### config.mk
export PLATFORM = sky130hd
export DESIGN_NAME = d_trig_arbiter_flat
export DESIGN_NICKNAME = d
export VERILOG_FILES = /design/src/rtl/d_trig_arbiter_pkg.sv /design/src/rtl/d_trig_arbiter_if.sv /design/src/rtl/rr_pick.sv /design/src/rtl/d_trig_arbiter.sv /design/src/flat_wrapper.sv
export SDC_FILE = /design/constraint.sdc
export NUM_CORES = 1
export LEC_CHECK = 0
export ABC_AREA = 0
export CORE_ASPECT_RATIO = 1.4
export CORE_MARGIN = 8
export CORE_UTILIZATION = 42
export CTS_CLUSTER_DIAMETER = 150
export DETAILED_ROUTE_END_ITERATION = 10
export GPL_TIMING_DRIVEN = 0
export PLACE_DENSITY = 0.8
export SYNTH_ARGS = -nofsm -noshare
export SYNTH_HDL_FRONTEND = slang
export SYNTH_SLANG_ARGS = --single-unit
### constraint.sdc
create_clock -name i_clk -period 3.1 [get_ports i_clk]
set_input_delay 0.93 -clock i_clk [delete_from_list [all_inputs] [get_ports i_clk]]
set_output_delay 0.93 -clock i_clk [all_outputs]
set_load 0.01 [all_outputs]
### src/rtl/d_trig_arbiter_pkg.sv
// Shared definitions for the d_trig write arbiter.
//   D_TRIG_NUM_REQ / D_TRIG_DATA_W / D_TRIG_CNT_W : default sizes
//   state_t : arbiter FSM encoding (IDLE / WRITE / CLEAR)
package d_trig_pkg;

   localparam int unsigned D_TRIG_NUM_REQ = 4;
   localparam int unsigned D_TRIG_DATA_W  = 8;
   localparam int unsigned D_TRIG_CNT_W   = 16;

   typedef enum logic [1:0] {
      ST_IDLE  = 2'd0,
      ST_WRITE = 2'd1,
      ST_CLEAR = 2'd2
   } state_t;

endpackage

### src/rtl/d_trig_arbiter_if.sv
// Requester-side bus of the d_trig arbiter.
//   i_req      : per-requester write request (level)
//   i_data     : requester data, requester k at [k*DATA_W +: DATA_W]
//   i_clr_req  : clear request for the shared register
//   o_gnt/o_ack: one-hot grant and acknowledge, WRITE cycle only
//   o_enable/o_d/o_clr : pins driven into the d_trig bank
//   o_busy     : arbiter not idle
//   o_wr_cnt   : completed-write counter
// slave modport is taken by the arbiter, master by the requester side.
interface d_trig_arbiter_if
   import d_trig_pkg::*;
#(
   parameter int unsigned NUM_REQ = D_TRIG_NUM_REQ,
   parameter int unsigned DATA_W  = D_TRIG_DATA_W,
   parameter int unsigned CNT_W   = D_TRIG_CNT_W
);
   logic [NUM_REQ-1:0]        i_req;
   logic [NUM_REQ*DATA_W-1:0] i_data;
   logic                      i_clr_req;
   logic [NUM_REQ-1:0]        o_gnt;
   logic                      o_ack;
   logic                      o_enable;
   logic [DATA_W-1:0]         o_d;
   logic                      o_clr;
   logic                      o_busy;
   logic [CNT_W-1:0]          o_wr_cnt;

   modport slave (
      input  i_req, i_data, i_clr_req,
      output o_gnt, o_ack, o_enable, o_d, o_clr, o_busy, o_wr_cnt
   );

   modport master (
      output i_req, i_data, i_clr_req,
      input  o_gnt, o_ack, o_enable, o_d, o_clr, o_busy, o_wr_cnt
   );
endinterface

### src/rtl/rr_pick.sv
// Combinational round-robin picker.
//   req   : request vector
//   ptr   : highest-priority index (must be below N)
//   gnt   : one-hot winner, first request at or above ptr, wrapping
//   found : at least one request present
module rr_pick #(
   parameter int unsigned N     = 4,
   parameter int unsigned PTR_W = 2
) (
   input  logic [N-1:0]     req,
   input  logic [PTR_W-1:0] ptr,
   output logic [N-1:0]     gnt,
   output logic             found
);

   logic [PTR_W-1:0] idx;

   always_comb begin
      gnt   = '0;
      found = 1'b0;
      idx   = '0;
      for (int unsigned i = 0; i < N; i++) begin
         idx = PTR_W'((32'(ptr) + i) % N);
         if (!found && req[idx]) begin
            gnt[idx] = 1'b1;
            found    = 1'b1;
         end
      end
   end

endmodule

### src/rtl/d_trig_arbiter.sv
// Round-robin write arbiter / sequencer for a shared d_trig register bank.
//   i_clk   : clock, rising edge
//   i_rst_n : asynchronous active-low reset
//   bus     : requester bus and bank pins (see d_trig_arbiter_if)
// One write takes IDLE->WRITE (2 cycles minimum); clears take IDLE->CLEAR
// and have priority over writes. All bus outputs are registered.
module d_trig_arbiter
   import d_trig_pkg::*;
#(
   parameter int unsigned NUM_REQ = D_TRIG_NUM_REQ,
   parameter int unsigned DATA_W  = D_TRIG_DATA_W,
   parameter int unsigned CNT_W   = D_TRIG_CNT_W
) (
   input  logic             i_clk,
   input  logic             i_rst_n,
   d_trig_arbiter_if.slave  bus
);

   localparam int unsigned PTR_W = (NUM_REQ > 1) ? $clog2(NUM_REQ) : 1;

   state_t               state, state_nxt;
   logic [PTR_W-1:0]     ptr, ptr_nxt;
   logic                 clr_pend, clr_pend_nxt;
   logic [NUM_REQ-1:0]   pick_gnt;
   logic                 pick_found;
   logic [PTR_W-1:0]     win_idx;

   logic [NUM_REQ-1:0]   gnt_q, gnt_nxt;
   logic                 ack_q, ack_nxt;
   logic                 en_q, en_nxt;
   logic                 clr_q, clr_nxt;
   logic                 busy_q, busy_nxt;
   logic [DATA_W-1:0]    d_q, d_nxt;
   logic [CNT_W-1:0]     cnt_q, cnt_nxt;

   rr_pick #(
      .N     (NUM_REQ),
      .PTR_W (PTR_W)
   ) u_rr_pick (
      .req   (bus.i_req),
      .ptr   (ptr),
      .gnt   (pick_gnt),
      .found (pick_found)
   );

   // Binary index of the one-hot winner, used for the data mux and pointer.
   always_comb begin
      win_idx = '0;
      for (int unsigned k = 0; k < NUM_REQ; k++) begin
         if (pick_gnt[k]) win_idx = PTR_W'(k);
      end
   end

   // State and registered-output storage.
   always_ff @(posedge i_clk or negedge i_rst_n) begin
      if (!i_rst_n) begin
         state    <= ST_IDLE;
         ptr      <= '0;
         clr_pend <= 1'b0;
         gnt_q    <= '0;
         ack_q    <= 1'b0;
         en_q     <= 1'b0;
         clr_q    <= 1'b0;
         busy_q   <= 1'b0;
         d_q      <= '0;
         cnt_q    <= '0;
      end else begin
         state    <= state_nxt;
         ptr      <= ptr_nxt;
         clr_pend <= clr_pend_nxt;
         gnt_q    <= gnt_nxt;
         ack_q    <= ack_nxt;
         en_q     <= en_nxt;
         clr_q    <= clr_nxt;
         busy_q   <= busy_nxt;
         d_q      <= d_nxt;
         cnt_q    <= cnt_nxt;
      end
   end

   // Next state: clear (pending or new) beats any write request.
   always_comb begin
      state_nxt = state;
      case (state)
         ST_IDLE: begin
            if (clr_pend || bus.i_clr_req) state_nxt = ST_CLEAR;
            else if (pick_found)           state_nxt = ST_WRITE;
         end
         ST_WRITE: state_nxt = ST_IDLE;
         ST_CLEAR: state_nxt = ST_IDLE;
         default:  state_nxt = ST_IDLE;
      endcase
   end

   // Outputs are computed one cycle ahead from state_nxt so that every
   // bus output comes straight from a flop.
   always_comb begin
      gnt_nxt      = '0;
      ack_nxt      = 1'b0;
      en_nxt       = 1'b0;
      clr_nxt      = 1'b0;
      busy_nxt     = (state_nxt != ST_IDLE);
      d_nxt        = d_q;
      ptr_nxt      = ptr;
      clr_pend_nxt = clr_pend;
      cnt_nxt      = cnt_q;
      if (state == ST_WRITE) cnt_nxt = cnt_q + CNT_W'(1);
      case (state)
         ST_IDLE: begin
            if (state_nxt == ST_WRITE) begin
               gnt_nxt = pick_gnt;
               ack_nxt = 1'b1;
               en_nxt  = 1'b1;
               d_nxt   = bus.i_data[win_idx*DATA_W +: DATA_W];
               ptr_nxt = (win_idx == PTR_W'(NUM_REQ-1)) ? '0 : win_idx + PTR_W'(1);
            end else if (state_nxt == ST_CLEAR) begin
               clr_nxt = 1'b1;
            end
         end
         // A clear seen while busy is remembered; repeats collapse into one.
         ST_WRITE: clr_pend_nxt = clr_pend | bus.i_clr_req;
         ST_CLEAR: clr_pend_nxt = bus.i_clr_req;
         default:  clr_pend_nxt = clr_pend;
      endcase
   end

   assign bus.o_gnt    = gnt_q;
   assign bus.o_ack    = ack_q;
   assign bus.o_enable = en_q;
   assign bus.o_clr    = clr_q;
   assign bus.o_busy   = busy_q;
   assign bus.o_d      = d_q;
   assign bus.o_wr_cnt = cnt_q;

endmodule

### src/flat_wrapper.sv
// flat-port wrapper written by rule: the top's interface ports become plain ports
module d_trig_arbiter_flat import d_trig_pkg::*;
#(
   parameter int unsigned NUM_REQ = D_TRIG_NUM_REQ,
   parameter int unsigned DATA_W  = D_TRIG_DATA_W,
   parameter int unsigned CNT_W   = D_TRIG_CNT_W
)
  (i_clk, i_rst_n, bus_i_req, bus_i_data, bus_i_clr_req, bus_o_gnt, bus_o_ack, bus_o_enable, bus_o_d, bus_o_clr, bus_o_busy, bus_o_wr_cnt);
  d_trig_arbiter_if #(.NUM_REQ(NUM_REQ), .DATA_W(DATA_W), .CNT_W(CNT_W)) bus_i ();
  input  logic i_clk;
  input  logic i_rst_n;
  input wire logic [$bits(bus_i.i_req)-1:0] bus_i_req;
  input wire logic [$bits(bus_i.i_data)-1:0] bus_i_data;
  input wire logic [$bits(bus_i.i_clr_req)-1:0] bus_i_clr_req;
  output wire logic [$bits(bus_i.o_gnt)-1:0] bus_o_gnt;
  output wire logic [$bits(bus_i.o_ack)-1:0] bus_o_ack;
  output wire logic [$bits(bus_i.o_enable)-1:0] bus_o_enable;
  output wire logic [$bits(bus_i.o_d)-1:0] bus_o_d;
  output wire logic [$bits(bus_i.o_clr)-1:0] bus_o_clr;
  output wire logic [$bits(bus_i.o_busy)-1:0] bus_o_busy;
  output wire logic [$bits(bus_i.o_wr_cnt)-1:0] bus_o_wr_cnt;
  assign bus_i.i_req = bus_i_req;
  assign bus_i.i_data = bus_i_data;
  assign bus_i.i_clr_req = bus_i_clr_req;
  assign bus_o_gnt = bus_i.o_gnt;
  assign bus_o_ack = bus_i.o_ack;
  assign bus_o_enable = bus_i.o_enable;
  assign bus_o_d = bus_i.o_d;
  assign bus_o_clr = bus_i.o_clr;
  assign bus_o_busy = bus_i.o_busy;
  assign bus_o_wr_cnt = bus_i.o_wr_cnt;
  d_trig_arbiter #(.NUM_REQ(NUM_REQ), .DATA_W(DATA_W), .CNT_W(CNT_W)) u_core (.i_clk(i_clk), .i_rst_n(i_rst_n), .bus(bus_i));
endmodule
== Word-level counts from Yosys, hierarchy flattened ==
Index checks and enable logic that the tools add are counted.
Widths: inputs -> output; s select.

* Shift operators: 1
* Equality and inequality tests: 5
* Bitwise logic cells: 4
* Order comparisons: 8
* $add $sub $neg: 5
* Reduce and logical (&&, ||, !) cells: 15
* Multiplexer cells: 39

{| class="wikitable"
|+ Operator list
! operator !! number
|-
| $shiftx 32x6->8 || 1
|-
| $mux 4 || 6
|-
| $mux 1 || 18
|-
| $add 16x1->16 const B || 1
|-
| $lt 2x3->1 const B || 4
|-
| $mux 2 || 6
|-
| $or 4x4->4 || 3
|-
| $bmux 1 s2 || 4
|-
| $demux 1 s2 || 4
|-
| $ge 2x1->1 const B || 4
|-
| $logic_and 1x1->1 || 7
|-
| $eq 2x2->1 const B || 3
|-
| $add 2x1->2 const B || 2
|-
| $add 2x2->2 const B || 2
|-
| $eq 2x1->1 const B || 2
|-
| $reduce_bool 2->1 || 2
|-
| $logic_not 1->1 || 3
|-
| $logic_not 2->1 || 1
|-
| $pmux 1 s2 || 1
|-
| $reduce_and 2->1 || 1
|-
| $logic_or 1x1->1 || 1
|-
| $or 1x1->1 || 1
|}

* Logic and storage cells: 86
* Register bits after elaboration: 36
* Input bits: 39

== Logic depth before layout (Yosys ltp) ==
* Depth after elaboration: 19
* Gate-level depth with buffers: 12

== Hierarchy ==
Synthesis repeated with hierarchy kept, for this count alone.

* Cell total of the unflattened synthesis: 207
* Area, all modules: 2,152.1 um2

{| class="wikitable"
|+ By module, submodules not included
! module !! area each (um2) !! seq. area each (um2) !! instances !! cells each
|-
| d_trig_arbiter || 1,657.8 || 900.9 || 1 || 145
|-
| rr_pick || 494.2 || 0.0 || 1 || 62
|}

== Least setup slack after synthesis ==
OpenSTA, ideal clock, no wires.

* Path type: flip-flop to flip-flop
* Start: reg u_core.ptr[0]
* End: reg u_core.d_q[1] (netlist: u_core.bus.o_d[1])
* Arrival time: 3.073 ns
* Library setup time: 0.126 ns
* Cell stages (with the launch flop): 10
* Required time: 2.974 ns
* Slack: -0.099 ns
* Cells stage by stage: dfrtp_1 -> buf_2 -> inv_1 -> ha_1 -> mux4_2 -> or3b_1 -> a22o_2 -> and3_1 -> a221o_1 -> o32a_1

* Word-level cells in the longest chain between the ends: 17

{| class="wikitable"
|+ Ends and longest elaborated chain
! what !! line !! RTL
|-
| from (decl) || d_trig_arbiter.sv:22 || <nowiki>logic [PTR_W-1:0] ptr, ptr_nxt;</nowiki>
|-
| from (signal assigned) || d_trig_arbiter.sv:69 || <nowiki>ptr <= ptr_nxt;</nowiki>
|-
| branches (longest 17 deep; another with $lt 2x3->1) || -- ||
|-
| to (signal assigned) || d_trig_arbiter.sv:76 || <nowiki>d_q <= d_nxt;</nowiki>
|-
| to (decl) || d_trig_arbiter.sv:33 || <nowiki>logic [DATA_W-1:0] d_q, d_nxt;</nowiki>
|}

Parallel ways; which one is timed is not known. The select of a mux whose other input is x is not followed.
A chain may end at the register's enable or synchronous reset.

== Worst setup path after layout ==
* Start: reg u_core.ptr[0]
* End: reg u_core.d_q[0] (netlist: u_core.bus.o_d[0])

Same word-level chain as after synthesis.

==> reports/results.tsv <==
stage	metric	value	unit
run_status	status	complete, no violations	
grt	all-layer global routing usage	16.0	%
grt	number of antenna violations at the first check in global routing	0	
timing	highest clock rate	325	MHz
min_path	worst min-delay path category	reg2reg	
detailed_routing	iteration-0 DRC count of the detailed router	180	
synth	instance count of the mapped netlist	226	
clock_network	maximum level of the CTS H-tree	2	
timing	post-route setup slack	0.0243	ns
synth	number of flip-flops and latches in the synthesized netlist	36	
synth	warning count from the yosys run	0	
layout	Diodes inserted	0	
clock_network	clock latency on the worst-skew pair	0.29	ns
synth	count of unique library cells instantiated by Yosys	39	
detailed_routing	number of antenna-violating nets in the routed design	0	
synth	largest cells by area after synthesis	dfrtp_1 (41%), ha_1 (5.7%), nand3_1 (5.0%)	
power_and_ir_drop	peak ir drop on the vdd network	659	uV
setup_path	R2R setup slack	0.02	ns
clock_network	hold bufs inserted after CTS	0	
timing	portion of the clock cycle consumed by the worst path in the final layout	99.2	%
setup_path	Reg2Reg Depth	9	
setup_path	category of the most critical setup path	reg2reg	
layout	total of fill cells in the finished design	441	
synth	proportion of netlist area held by the largest area contributor	41.1	%
grt	via count of the first global-routing pass	2066	
setup_path	arrival time of the worst setup path	3.26	ns
power_and_ir_drop	static leakage	1.42	nW
layout	nets@finish	359	
die	starting utilization of the core area	42.8	%
clock_network	number of buffers on the longest clock path	2	
placement	worst setup slack before clock tree synthesis	-0.752	ns
timing	actual transition at the worst max-transition pin	0.769	ns
synth	mean instance size in the synthesized netlist	9.69	um2
timing	max-slew violation total from the final report	0	
clock_network	number of clock sinks	36	
setup_path	launch instance of the worst register-to-register path	u_core.ptr[0]	
layout	Multi-input gate area	1270	um2
grt	pin count of the biggest net entering global routing	37	
detailed_routing	TritonRoute pass-1 iters	5	
clock_network	number of buffers added by the clock tree synthesis step	5	
timing	crit path time final	3.08	ns
die	Core Region	5120	um2
clock_network	CTS tree	built	
layout	final std cell area, no fill	3210	um2
synth	most area-hungry cell type in the Yosys netlist	dfrtp_1	
layout	flip-flop and latch area	903	um2
detailed_routing	routed length per instance	17.7	um
die	chip width	77.0	um
grt	total congestion overflow	0	
setup_path	sort of element at the end of the critical path	flop	
timing	hold violation total from the final report	0	
placement	placed standard-cell area	2950	um2
die	die outline height	101	um
setup_path	endpoint of the most critical register-to-register path	u_core.bus.o_d[0]	
setup_path	crit path launch	u_core.ptr[0]	
timing	Max-Slew Margin vs Limit	48.7	%
synth	Mapped Area	2190	um2
placement	IO buf count	68	
power_and_ir_drop	cell area power density	866	nW/um2
die	site row count	31	
placement	post-DP HPWL	4640	um
power_and_ir_drop	Power, Total	2.78	mW
detailed_routing	total via count in the routed design	2169	
grt	first-pass GRT wire length	10100	um
flow_run	maximum capacitance violations	0	
synth	nets in the synthesized netlist	275	
synth	count of flip-flops with a built-in enable after synthesis	0	
detailed_routing	routed wire length	6690	um
layout	share of final-layout standard cells stronger than drive strength 1	16.4	%
setup_path	Crit Path Max Fanout	5	
synth	sequential element share of the synthesized area	41.1	%
setup_path	Worst Path Required	3.28	ns
synth	prevailing post-synth register cell	dfrtp_1	
layout	Area Growth Syn to Fin	46.5	%
clock_network	clock edge transition at the registers on the reported setup and hold paths	0.08	ns
setup_path	type of origin of the critical path	flop	
detailed_routing	detailed-route vias per instance	5.75	
timing	Fin Clk Skew	0.00822	ns
die	total die area	7820	um2
timing	final setup violation count	0	
setup_path	Setup crit end	u_core.bus.o_d[0]	
synth	ys async rst share	100	%
clock_network	Clock Root Buffer	clkbuf_8	
placement	final weighted congestion in routability-driven placement	0.873	
detailed_routing	drc violations	0	
die	number of placed I/O pins	71	
==> worst max-delay path, stage by stage, from the launching register on <==
cell and delay (ns):
dfrtp_2 0.39, buf_6 0.11, inv_2 0.06, ha_4 0.28
mux4_2 0.55, or3b_4 0.45, a22o_2 0.29, and3_1 0.19
a221o_1 0.30, o32a_1 0.34
==> cell usage after synthesis (3+ instances only) <==
library cell and instances:
dfrtp_1 36, nand2_1 22, nand3_1 22, nor3_1 16
and3_1 13, inv_1 11, xnor2_1 11, ha_1 10
a221o_1 9, nor2_1 9, o32a_1 8, buf_2 5
clkbuf_1 5, nand4_1 5, a21oi_1 4, xor2_1 4
mux2_2 3, mux2i_1 3, mux4_2 3, o21ai_0 3
==> worst min path at each step <==
stage / from / endpoint / cells after the start
after floorplan: u_core.clr_pend / u_core.clr_pend / 1
final: u_core.bus.o_wr_cnt[15] / u_core.bus.o_wr_cnt[15] / 1
after global routing: u_core.bus.o_wr_cnt[15] / u_core.bus.o_wr_cnt[15] / 1
after global placement: u_core.bus.o_wr_cnt[15] / u_core.bus.o_wr_cnt[15] / 1
after CTS: u_core.bus.o_wr_cnt[6] / u_core.bus.o_wr_cnt[6] / 1
after detailed placement: u_core.bus.o_wr_cnt[15] / u_core.bus.o_wr_cnt[15] / 1
==> sequential cells by signal, summed over array words and instances, names as in the netlist <==
register and count:
u_core.bus.o_d 8, u_core.bus.o_gnt 4, u_core.bus.o_ack 1, u_core.bus.o_wr_cnt 16, u_core.clr_pend 1, u_core.ptr 2
u_core.state 2, u_core.bus.o_busy 1, u_core.bus.o_clr 1
==> final cells by class <==
cell class | count | area share (%)
multi-input cells | 167 | 39.4
flip-flops and latches | 36 | 28.1
repair buffers | 76 | 22.6
plain buffers | 13 | 3.23
well taps | 66 | 2.57
clock buffers | 5 | 2.14
inverters | 11 | 1.29
clock inverters | 3 | 0.585
==> cell usage in the layout, fill, tap and decap left out, types with 3 or more instances in the layout <==
cell,n
inv_1,10
buf_6,5
ha_1,9
nand4_1,5
a21oi_1,4
xor2_1,4
nor3_1,13
clkdlybuf4s50_1,65
mux4_2,3
mux2i_1,3
and3_1,13
xnor2_1,11
clkbuf_2,4
clkbuf_8,5
o21ai_0,3
o32a_1,8
mux2_2,3
nor2_1,9
a221o_1,9
nand3_1,20
nand2_1,21
dfrtp_1,34
buf_4,12
==> power breakdown <==
| part | internal, mW | switching, mW | total, mW |
|---|---|---|---|
| clock | 0.156 | 0.173 | 0.330 |
| combinational | 0.845 | 0.922 | 1.77 |
| sequential | 0.596 | 0.0874 | 0.683 |
| total | 1.60 | 1.18 | 2.78 |
==> stage by stage <==
step,cells,setup TNS [ns],util (%),hold WS [ns]
after floorplan,226,0,-,0.467
after global placement,360,-7.96,57.8,0.463
after detailed placement,360,-8.47,57.7,0.480
after CTS,371,0,60.6,0.493
after global routing,377,-0.105,62.7,0.508
final,377,0,62.7,0.483
==> repair_timing <==
action                                  in CTS  in global routing
resized for setup                           11                 27
buffers inserted                             4                  4
endpoints found under the setup margin      13                 12
cloned                                       0                  2
pin swaps                                    0                  5
==> per-layer routing <==
layer  track usage, %  vias up  wire [um]
li1                 -     1010          -
met1             17.4     1061       2480
met2             28.9       82       3660
met3             3.82       16        355
met4             7.43        0        190
met5                0        -          0
==> logic make-up after synthesis <==
| family | Yosys count | share of synthesized area (%) |
|---|---|---|
| simple gates | 100 | 23.7 |
| fa+ha+maj | 10 | 5.71 |
| compound gates | 31 | 12.1 |
| flops | 36 | 41.1 |
| mux | 9 | 6.00 |
| xor+xnor | 15 | 6.00 |
| buf+inv | 25 | 5.43 |
Power figures use the tool's default switching activity.
==> edit 1 (same flow settings) <==
The 3 states of `state_t` get a one-hot encoding in 3 bits.
--- a/src/rtl/d_trig_arbiter_pkg.sv
+++ b/src/rtl/d_trig_arbiter_pkg.sv
@@ -7,10 +7,10 @@
    localparam int unsigned D_TRIG_DATA_W  = 8;
    localparam int unsigned D_TRIG_CNT_W   = 16;
 
-   typedef enum logic [1:0] {
-      ST_IDLE  = 2'd0,
-      ST_WRITE = 2'd1,
-      ST_CLEAR = 2'd2
+   typedef enum logic [2:0] {
+      ST_IDLE  = 3'b001,
+      ST_WRITE = 3'b010,
+      ST_CLEAR = 3'b100
    } state_t;
 
 endpackage
Behaviour: no difference found for any inputs over 4 cycles, from zero or initial values and one cycle with i_rst_n low; so few cycles prove little.
==> edit 1 against the unedited design <==
Cell area grew 3.7%; worst setup slack better by 0.038 ns; highest routed layer unchanged; power rose by 2.3%; largest cell class unchanged; routed wire length is 5.1% lower; critical path type is now primary input to flip-flop; sequential cell count increased by 1; count of clock-buffer cells in the layout unchanged; area after synthesis rose by 9.7%; maximum frequency up 1.3%; critical endpoint is now u_core.bus.o_d[2]$_DFFE_PN0P_; first-iteration DRC count shrank 51%.
==> edit 1: results (changes against the unedited design) <==
| Metric | Value |
|---|---|
| Outcome | completed |
| First-iteration detailed-routing DRC count | 88 (-51%) |
| Critical Path Start | bus_i_req[2] |
| RePlAce Congestion | 0.8767 (+0.46%) |
| FF+latch area | 928.4 µm² (+2.8%) |
| Register-to-Register Setup Slack | 0.12 ns (+0.10 ns) |
| Final hold vios | 0 (unchanged) |
| Slew Limit Headroom | 46.10% (-2.6 points) |
| First-pass GRT wire length | 10540 µm (+3.9%) |
| Syn Inst Count | 234 (+3.5%) |
| Top post-synthesis cells by area | dfrtp_1 (38%), nand2_1 (5.3%), xnor2_1 (4.4%) |
| Largest net degree at the start of global routing | 38 (+2.7%) |
| Root Driver | clkbuf_8 |
| Worst Path Max Fanout | 9 (+4) |
| H-tree depth | 2 (unchanged) |
| LEAKAGE | 0.001411 µW (-0.77%) |
| First drt pass iteration count | 4 (-1) |
| Layout Cells excl Fill | 381 (+1.1%) |
| Reg2reg end | u_core.bus.o_d[2]$_DFFE_PN0P_ |
| Dpl hpwl | 4886 µm (+5.3%) |
| Synth unique cells | 59 (+51%) |
| Setup Skew | 0.01054 ns (+0.002316 ns) |
| Worst R2R Start | u_core.ptr[1]$_DFFE_PN0P_ |
| Fillers | 479 (+8.6%) |
| Dpl cell area | 3163 µm² (+7.1%) |
| Placed Instances | 370 (+2.8%) |
| Final net count | 358 (-0.28%) |
| Hold slack | 0.4869 ns (+0.003687 ns) |
| Asr flop ratio synth | 100.0% (unchanged) |
| Vias | 2067 (-4.7%) |
| Layout cells sized above 1 | 13.74% (-2.7 points) |
| Maximum VDD drop | 0.5119 mV (-22%) |
| Commonest cells post-synth | dfrtp_1 (36), nand2_1 (34), xnor2_1 (12) |
| Seq/Total Area, Yosys | 38.59% (-2.5 points) |
| Syn Nets | 280 (+1.8%) |
| Total CTS buffers | 5 (unchanged) |
| Setup Viol. Count Final | 0 (unchanged) |
| Kind of critical path | primary input to flip-flop |
| Total track usage | 15.28% (-0.76 points) |
| Wirelength, routed | 6349 µm (-5.1%) |
| Vias in the first global route | 2218 (+7.4%) |
| R2R cell count | 10 (+1) |
[edit 1: timing repair]
item	CTS	global route
endpoints found under the setup margin	9	8
buffers inserted	3	0
cloned	0	0
gates resized for setup	4	2
[edit 1: metrics by stage]
| stage | setup slack (ns) | total power [µW] | TNS, ns |
|---|---|---|---|
| after floorplan | 0.1492 | 1820 | 0 |
| after global placement | -0.5305 | 2257 | -5.015 |
| after detailed placement | -0.5790 | 2281 | -5.479 |
| after CTS | 0.02339 | 2844 | 0 |
| after global routing | 0.006830 | 3014 | 0 |
| final | 0.06238 | 2842 | 0 |
[edit 1: cells by family (layout without fill, tap and decap cells)]
| family | Yosys count | after routing | synth area share, % |
|---|---|---|---|
| multiplexers | 9 | 9 | 5.469 |
| AND/OR/NAND/NOR | 91 | 91 | 19.79 |
| flip-flops | 37 | 37 | 38.59 |
| buffers and inverters | 21 | 100 | 6.875 |
| AO/OA/AOI/OAI | 54 | 54 | 20.16 |
| XOR/XNOR | 15 | 15 | 5.469 |
| adder cells (fa/ha/maj) | 7 | 7 | 3.646 |
[edit 1: worst max-delay path, cell delays in order]
cell	delay (ns)
dlygate4sd2_1	0.31
mux4_2	0.58
a31o_1	0.25
a221oi_4	0.18
buf_4	0.20
o22ai_1	0.09
a311o_1	0.32
a221o_1	0.33
[edit 1: final cells by class]
cell class | instances | share of cell area, %
plain buffers | 14 | 4.059
clock buffers | 5 | 2.067
clock inverters | 3 | 1.954
inverters | 7 | 0.7892
multi-input cells | 176 | 39.80
flip-flops and latches | 37 | 27.88
well taps | 68 | 2.555
repair buffers | 71 | 20.89
[edit 1: routing by layer]
layer | up-vias | track usage (%) | wire (µm) | part of all wire [%]
met4 | 0 | 4.178 | 49 | 0.77
li1 | 1009 | - | - | -
met2 | 59 | 28.17 | 3392 | 53
met5 | - | 0 | 0 | 0
met3 | 2 | 2.976 | 299 | 4.7
met1 | 997 | 16.92 | 2607 | 41
[edit 1: power breakdown]
group | switching (µW) | internal (µW) | leakage [µW]
combinational | 827 | 857 | 0.000853
sequential | 83.3 | 585 | 0.000490
clock | 170 | 320 | 0.0000681
==> edit 2 (same flow settings) <==
Made on the original files. The package constant `D_TRIG_CNT_W` goes from 16 to 32.
--- a/src/rtl/d_trig_arbiter_pkg.sv
+++ b/src/rtl/d_trig_arbiter_pkg.sv
@@ -5,7 +5,7 @@
 
    localparam int unsigned D_TRIG_NUM_REQ = 4;
    localparam int unsigned D_TRIG_DATA_W  = 8;
-   localparam int unsigned D_TRIG_CNT_W   = 16;
+   localparam int unsigned D_TRIG_CNT_W   = 32;
 
    typedef enum logic [1:0] {
       ST_IDLE  = 2'd0,
Ports: changed (resized bus_o_wr_cnt); port bits go from 71 to 87. No check against the original RTL was run, so the function may have changed too.
==> edit 2 against the unedited design <==
Maximum frequency rose by 1.9%; sequential cell count up 16; final cell count grew 28%; cell area up 28%; worst setup slack improved by 0.057 ns; routed wire length grew 11%; critical path depth increased by 2; power is 8.6% higher; utilization fell by 3.1 points; area after synthesis grew 34%; critical path type unchanged; highest routed layer unchanged.
==> edit 2: results (changes against the unedited design) <==
| Metric | Value |
|---|---|
| Outcome | completed |
| XOR/XNOR Fraction of Synth Area | 9.246% (+3.2 points) |
| Fillers | 586 (+33%) |
| CP Data Arrival Time | 3.19 ns (-0.07 ns) |
| Top delay family on crit path | simple AND/OR/NAND/NOR gates |
| Final net count | 438 (+22%) |
| Top post-synthesis cells by area | dfrtp_1 (44%), xnor2_1 (6.9%), ha_1 (4.3%) |
| R2R cell count | 11 (+2) |
| Reg2reg end | u_core.bus.o_d[5]$_DFFE_PN0P_ |
| Vias in the first global route | 2604 (+26%) |
| Port Buf Inserts | 85 (+25%) |
| RePlAce Congestion | 0.8367 (-4.1%) |
| Largest net degree at the start of global routing | 41 (+11%) |
| Commonest cells post-synth | dfrtp_1 (52), nand2_1 (29), nor2_1 (23), xnor2_1 (23), nand3_1 (18) |
| Number of flip-flops under the largest register name | 32 (+16) |
| First-iteration detailed-routing DRC count | 84 (-53%) |
| LEAKAGE | 0.001728 µW (+22%) |
| Drt via density | 5.238 (-9.0%) |
| Setup Slack @ Placement | -0.4152 ns (+0.3363 ns) |
| Syn Nets | 342 (+24%) |
| Worst Path Max Fanout | 9 (+4) |
| Hold slack | 0.4841 ns (+0.0008950 ns) |
| Slew Limit Headroom | 52.30% (+3.6 points) |
| Synth Area in Compound Gates | 14.32% (+2.3 points) |
| Wirelength, routed | 7407 µm (+11%) |
| Layout cells sized above 1 | 8.740% (-7.7 points) |
| Register-to-Register Setup Slack | 0.08 ns (+0.06 ns) |
| First drt pass iteration count | 4 (-1) |
| Min-delay src | u_core.bus.o_wr_cnt[27]$_DFFE_PN0N_ |
| Seq/Total Area, Yosys | 44.31% (+3.2 points) |
-- edit 2: cell type report --
class | instances | area share (%)
sequential | 52 | 31.74
buffer | 10 | 1.706
timing repair buffer | 89 | 21.54
tap | 95 | 2.894
inverter | 8 | 0.7310
clock inverter | 2 | 1.462
clock buffer | 5 | 1.675
multi-input combinational | 223 | 38.26
-- edit 2: cell families (layout without fill, tap and decap cells) --
logic type      count (synthesis)  after routing
xor+xnor                       31             31
compound gates                 58             58
simple gates                  115            115
fa+ha+maj                      10             10
mux                             9              9
buf+inv                        18            114
flops                          52             52
-- edit 2: how the worst max path moves through the flow --
stage	startpoint	endpoint	slack [ns]
floorplan	u_core.ptr[0]$_DFFE_PN0P_	u_core.bus.o_d[0]$_DFFE_PN0P_	0.09
global placement	bus_i_req[0]	u_core.bus.o_d[5]$_DFFE_PN0P_	-0.39
detailed placement	bus_i_req[3]	u_core.bus.o_d[5]$_DFFE_PN0P_	-0.42
CTS	u_core.ptr[0]$_DFFE_PN0P_	u_core.bus.o_d[5]$_DFFE_PN0P_	0.02
global route	u_core.ptr[0]$_DFFE_PN0P_	u_core.bus.o_d[4]$_DFFE_PN0P_	-0.01
finish	u_core.ptr[0]$_DFFE_PN0P_	u_core.bus.o_d[5]$_DFFE_PN0P_	0.08
-- edit 2: worst reg2reg max path: cells and delay by family, from the launching register on --
family          cells  cell delay, ns
fa+ha+maj           1            0.29
buf+inv             4            0.42
mux                 1            0.57
simple gates        3            0.90
flops               1            0.39
compound gates      2            0.32
-- edit 2: per-stage QoR --
stage | cells | total power (µW) | cell area [µm²]
2_1_floorplan | 293 | 1905 | 2937
3_3_place_gp | 473 | 2388 | 3906
3_5_place_dp | 474 | 2440 | 3921
4_1_cts | 483 | 2997 | 4070
5_1_grt | 484 | 3219 | 4108
6_report | 484 | 3017 | 4108
-- edit 2: repair_timing --
item | in CTS | in global routing
pin swaps | 0 | 1
resized for setup | 7 | 7
endpoints found under the setup margin | 10 | 9
endpoints found under the hold margin | 0 | 0
setup buffers | 2 | 1
-- edit 2: power by group --
| part | internal [µW] | switching (µW) |
|---|---|---|
| combinational | 761 | 828 |
| sequential | 812 | 89.2 |
| clock | 318 | 209 |
-- edit 2: per-layer routing --
layer	part of all wire, %	up-vias	track usage (%)
li1	-	1254	-
met5	0	-	0
met3	5.0	10	3.076
met4	2.1	0	5.652
met2	55	71	27.97
met1	38	1200	16.22
